==> config.mk <==
export PLATFORM = sky130hd
export DESIGN_NAME = tdm_demux4
export DESIGN_NICKNAME = d
export VERILOG_FILES = /design/src/rtl/tdm_demux4.sv
export SDC_FILE = /design/constraint.sdc
export NUM_CORES = 1
export LEC_CHECK = 0
export ABC_AREA = 0
export CORE_MARGIN = 2
export CORE_UTILIZATION = 41
export CTS_CLUSTER_SIZE = 10
export DETAILED_ROUTE_END_ITERATION = 16
export HOLD_SLACK_MARGIN = 0.08
export PLACE_DENSITY = 0.7
export SLEW_MARGIN = 20
export SYNTH_ARGS = -nofsm -noshare
export SYNTH_HDL_FRONTEND = slang
export SYNTH_SLANG_ARGS = --single-unit
==> constraint.sdc <==
create_clock -name clk -period 1.5 [get_ports clk]
set_input_delay 0.3 -clock clk [delete_from_list [all_inputs] [get_ports clk]]
set_output_delay 0.3 -clock clk [all_outputs]
set_load 0.05 [all_outputs]
==> src/rtl/tdm_demux4.sv <==
// Receiving end of a 4-slot TDM link: locks on frame sync, steers valid beats
// into shadow registers and presents each complete frame on four parallel outputs.
module tdm_demux4 #(
    parameter int WIDTH = 1
) (
    input  logic             clk,
    input  logic             reset,
    input  logic [WIDTH-1:0] in_data,
    input  logic             in_valid,
    input  logic             in_sync,
    output logic [WIDTH-1:0] out_a,
    output logic [WIDTH-1:0] out_b,
    output logic [WIDTH-1:0] out_c,
    output logic [WIDTH-1:0] out_d,
    output logic             out_valid,
    output logic [1:0]       slot,
    output logic             sync_err
);

    localparam logic [0:0] WAIT_SYNC = 1'b0;
    localparam logic [0:0] RUN       = 1'b1;

    logic [0:0]       state_q, state_d;
    logic [1:0]       slot_q, slot_d;
    logic [WIDTH-1:0] sh0_q, sh0_d, sh1_q, sh1_d, sh2_q, sh2_d;
    logic [WIDTH-1:0] out_a_q, out_a_d, out_b_q, out_b_d;
    logic [WIDTH-1:0] out_c_q, out_c_d, out_d_q, out_d_d;
    logic             out_valid_q, out_valid_d;
    logic             sync_err_q, sync_err_d;

    always_comb begin
        state_d     = state_q;
        slot_d      = slot_q;
        sh0_d       = sh0_q;
        sh1_d       = sh1_q;
        sh2_d       = sh2_q;
        out_a_d     = out_a_q;
        out_b_d     = out_b_q;
        out_c_d     = out_c_q;
        out_d_d     = out_d_q;
        out_valid_d = 1'b0;
        sync_err_d  = 1'b0;

        if (in_valid) begin
            if (state_q == WAIT_SYNC) begin
                if (in_sync) begin
                    sh0_d   = in_data;
                    slot_d  = 2'd1;
                    state_d = RUN;
                end
            end else if (in_sync && slot_q != 2'd0) begin
                // Sync mid-frame: drop the partial frame and realign on this beat.
                sync_err_d = 1'b1;
                sh0_d      = in_data;
                slot_d     = 2'd1;
            end else begin
                case (slot_q)
                    2'd0: sh0_d = in_data;
                    2'd1: sh1_d = in_data;
                    2'd2: sh2_d = in_data;
                    default: begin
                        out_a_d     = sh0_q;
                        out_b_d     = sh1_q;
                        out_c_d     = sh2_q;
                        out_d_d     = in_data;
                        out_valid_d = 1'b1;
                    end
                endcase
                slot_d = slot_q + 2'd1;
            end
        end
    end

    always_ff @(posedge clk) begin
        if (reset) begin
            state_q     <= WAIT_SYNC;
            slot_q      <= 2'd0;
            sh0_q       <= '0;
            sh1_q       <= '0;
            sh2_q       <= '0;
            out_a_q     <= '0;
            out_b_q     <= '0;
            out_c_q     <= '0;
            out_d_q     <= '0;
            out_valid_q <= 1'b0;
            sync_err_q  <= 1'b0;
        end else begin
            state_q     <= state_d;
            slot_q      <= slot_d;
            sh0_q       <= sh0_d;
            sh1_q       <= sh1_d;
            sh2_q       <= sh2_d;
            out_a_q     <= out_a_d;
            out_b_q     <= out_b_d;
            out_c_q     <= out_c_d;
            out_d_q     <= out_d_d;
            out_valid_q <= out_valid_d;
            sync_err_q  <= sync_err_d;
        end
    end

    assign out_a     = out_a_q;
    assign out_b     = out_b_q;
    assign out_c     = out_c_q;
    assign out_d     = out_d_q;
    assign out_valid = out_valid_q;
    assign slot      = slot_q;
    assign sync_err  = sync_err_q;

endmodule

; ---- Yosys cells after proc, flatten, opt, wreduce, memory -nomap -nowiden
; Index checks and enable logic that the tools add are counted.
[totals]
inputBits = 5
wordCells = 42
reg_bits = 12
output_inout_bits = 8
[classes]
n_eq_ne = 3
add_sub_neg = 1
reduce_logical = 12
bitwise = 4
mux = 11
[op_table]
columns = operator, count
row1 = 4-bit AND reduction, 3
row2 = 1-bit 2-to-1 mux, 8
row3 = 2-bit 2-to-1 mux, 3
row4 = 3-bit OR reduction, 2
row5 = 1-bit inverter, 4
row6 = 2-bit nonzero test, 2
row7 = 4-bit OR reduction, 1
row8 = "3-bit by 1-bit inequality test with 1-bit output, second input constant", 1
row9 = 3-bit AND reduction, 1
row10 = "2-bit by 1-bit adder with 2-bit output, second input constant", 1
row11 = "2-bit by 1-bit equality test with 1-bit output, second input constant", 1
row12 = "2-bit equality test, second input constant", 1
row13 = 2-bit zero test, 1
row14 = 2-bit AND reduction, 1
row15 = 1-bit logical AND, 1

; ---- Longest topological paths before layout
[logic_depth]
ltp_word = 4
depth_mapped = 6
ltp_nobuf = 5

; ---- Least setup slack after synthesis
; OpenSTA, ideal clock, no wires.
[synth_path]
path_kind = register -> register
start = reg slot_q[0] (netlist: slot[0])
end = reg out_d_q (netlist: out_d)
period_less_slack_ns = 1.796
t_arrival_ns = 1.674
path_buffers = 1
required_ns = 1.378
stages_incl_launch_ff = 7
setup_time_ns = 0.122
setup_slack_ns = -0.296
cell_sequence = dfxtp_1 inv_1 ha_1 nand2b_1 and3_4 buf_6 mux2i_1
[synth_via]
elab_chain_cells = 4
elab_cells_between_ends = 9
classes_between = eq/ne (2) / bitwise (2) / reduce/logical (5)
[synth_lines]
columns = item, line
row1 = start: declaration, 24  ; logic [1:0] slot_q, slot_d;
row2 = start signal: assignment, 89  ; slot_q <= slot_d;
row3 = 2-bit equality test (tied with other cells), 57  ; case (slot_q)
row4 = 3-bit OR reduction (no source line) / 1-bit logical AND (equally long branches), --
row5 = 1-bit inverter (no source line), --
row6 = 4-bit AND reduction (no source line) *, --
row7 = end signal: assignment, 96  ; out_d_q <= out_d_d;
row8 = end: declaration, 27  ; logic [WIDTH-1:0] out_c_q, out_c_d, out_d_q, out_d_d;
; Every way passes the cells marked *; elsewhere a longest branch is shown, timed or not.
; A chain may end at the register's enable or synchronous reset.

; ---- Worst setup path after layout
[layout_path]
start = reg slot_q[0] (netlist: slot[0])
end = reg slot_q[0] (netlist: slot[0])
[layout_via]
elab_chain_cells = 4
elab_cells_between_ends = 5
classes_between = add/sub (1) / mux (2) / reduce/logical (2)
[layout_lines]
columns = item, line
row1 = branches (longest 2 deep; another with 2-bit by 1-bit adder with 2-bit output), --
row2 = 2-bit 2-to-1 mux *, 51  ; end else if (in_sync && slot_q != 2'd0) begin
row3 = 2-bit 2-to-1 mux *, 45  ; if (state_q == WAIT_SYNC) begin
; Mark *: on every way between the ends.

==> run_results.csv <==
group,metric,value,unit
routing,finalWirelength,1020,um
timing,final.setup.tns,0,ps
routing,vias,397,
grt,track_usage,0.143,
pwr,p_total,661,uW
clock_network,clk_latency,270,ps
floorplanning,start_util,0.431,
routing,drc,0,
clock_network,cts_tree,"built",
clock_network,clkTransAtPathRegs,80,ps
run_status,outcome,"finished, final reports clean",
timing,rsz0062_at_grt,"false",
critical_path,r2r_slack,120,ps
cells_and_area,final_cell_area,808,um2
timing,skew,3.32,ps
logic_synthesis,syn_nets,62,
clock_network,cts.repair.resized,0,
cells_and_area,num_antenna_cells,0,
clock_network,cts_setup_buffers,0,
floorplanning,die_width,40.8,um
cells_and_area,nFillCells,104,
routing,first_pass_iters,2,
critical_path,criticalPathCategory,"reg2reg",
timing,relSlewSlack,0.793,
pwr,p_leak,0.337,nW
grt,antenna_found_initial,0,
logic_synthesis,synth_area_per_cell,10.5,um2
clock_network,cts-htree-levels,1,
logic_synthesis,synth_top_area_frac,0.433,
logic_synthesis,syn_inst,53,
grt,grt-ovfl-total,0,
critical_path,reg2reg_from,"slot[0]",
critical_path,critPathLaunchType,"register",
logic_synthesis,synthTopCellsByArea,"dfxtp_1, mux2i_1, nand2b_1",
place,gp_congestion,0.699,
critical_path,crit_fanout,7,
grt,grt_pass1_vias,370,
timing,fin_ws,124,ps
cells_and_area,area_growth,45.8,%
place,placed_area,769,um2
cells_and_area,drive_gt1_frac,0.309,
place,portBuffers,12,
logic_synthesis,post_synth_num_cell_types,19,
pwr,peakVddDrop,591,uV
timing,setup_violations,0,
worst_hold_path,whs_endpoint,"out_a",
floorplanning,core-area,1280,um2
timing,finalMaxSlewViolations,0,
pwr,power_density,818,nW/um2
place,dp_hpwl,811,um
critical_path,rr_worst_depth,5,
critical_path,r2r-end,"slot[0]",
floorplanning,rows,13,
timing,fin_crit_sh,0.918,
worst_hold_path,hold_path_class,"reg2reg",
routing,ant_nets,0,
timing,final-hold-violation-count,0,
critical_path,arrival,1560,ps
grt,grt_start_max_net_pins,8,
routing,wl_per_cell,12.3,um
clock_network,cts-root-buf,"clkbuf_4",
logic_synthesis,synthesis.area,554,um2
clock_network,cts-buffers-inserted,3,
cells_and_area,largest_register_ffs,2,
logic_synthesis,ys_warn_count,0,
floorplanning,dieArea,1660,um2
clock_network,hold_buffers,0,
clock_network,clockBufferDepth,2,
logic_synthesis,synth_area_leader_cell,"dfxtp_1",
clock_network,clock_sinks,12,
routing,drt-vias-per-instance,4.78,
worst_hold_path,min_from,"sh0_q",
cells_and_area,finalCoreUtilization,0.629,
timing,layout_min_cycle_time,1380,ps
logic_synthesis,synth-seq-cells,12,
timing,fmax,727,MHz
critical_path,cp-end-kind,"register",
place,post-place-ws,-62.4,ps
grt,grt_pass1_wl,1520,um
timing,tightest_slew,308,ps
cells_and_area,nets,78,
routing,drtIter0Drc,2,
logic_synthesis,ys_seq_area_frac,0.433,
critical_path,crit_required,1690,ps
floorplanning,die_h,40.8,um
worst_hold_path,min_delay_path_depth,2,
floorplanning,io_pins,13,
run,maxCapViolCount,0,
-- report_power, final --
part           total (mW)  leakage, nW  internal, mW  switching (mW)
Combinational      0.0766        0.217        0.0404          0.0362
Clock               0.254       0.0210         0.147           0.107
Sequential          0.331       0.0987         0.323         0.00715
-- through the flow --
stage | instances | hold WS [ps]
global route | 83 | 517
floorplan | 53 | 441
CTS | 83 | 498
finish | 83 | 496
detailed placement | 79 | 483
global placement | 79 | 481
-- critical path: stages (launching register included) --
cell and delay, ps:
dfxtp_4 380, inv_1 80, ha_1 210, nand2b_2 230
and3_2 220, a211oi_2 170
-- Yosys cell counts --
library cell / number
nor2_1: 3
and3_2: 1
nand2_1: 1
a32oi_1: 1
nor3b_1: 1
mux2i_1: 7
a21oi_1: 1
buf_6: 2
a21o_1: 1
dfxtp_1: 12
clkbuf_1: 1
nand2b_1: 9
and3_4: 1
inv_1: 2
and2_4: 1
a211oi_2: 1
nand3_1: 3
o21ai_0: 1
ha_1: 4
-- layer usage --
metal / vias up / global-route usage / part of all wire
met5: - / 0 / 0
met4: 0 / 0.0500 / 0
met3: 0 / 0.0543 / 0.045
met2: 8 / 0.242 / 0.53
met1: 180 / 0.162 / 0.43
li1: 209 / - / -
-- cell type report --
class                   instances  area [um2]  area share
flip-flops and latches         12         248       0.307
clock buffers                   4        36.3      0.0449
multi-input cells              36         283       0.350
inverters                       2        7.51     0.00929
repair buffers                 14         215       0.266
well taps                      15        18.8      0.0232
-- cells in the final DEF (no fill, tap or decap), drive strengths merged --
cell           instances
a21oi                  1
nand2                  1
nand3                  3
and3                   2
and2                   1
o21ai                  1
nor2                   3
clkbuf                 4
nor3b                  1
a21o                   1
inv                    2
a211oi                 1
ha                     4
mux2i                  7
nand2b                 9
dfxtp                 12
buf                   10
a32oi                  1
clkdlybuf4s50          4
-- kinds of logic after synthesis --
| logic type | count (synthesis) | share of synthesized area |
|---|---|---|
| multiplexers | 7 | 0.126 |
| buffers and inverters | 5 | 0.0609 |
| flip-flops | 12 | 0.433 |
| AO/OA/AOI/OAI | 5 | 0.0700 |
| AND/OR/NAND/NOR | 20 | 0.219 |
| adder cells (fa/ha/maj) | 4 | 0.0903 |
-- how the worst max path moves through the flow --
stage                        start      end  depth (start not counted)  slack [ps]
after detailed placement   in_sync    out_d                          4         -60
after global routing       slot[0]  slot[0]                          5          30
final                      slot[0]  slot[0]                          5         120
after floorplan            slot[0]    out_d                          6          20
after global placement    in_valid    out_d                          4          20
after CTS                  slot[0]    out_d                          5          30
Power figures use the tool's default switching activity.
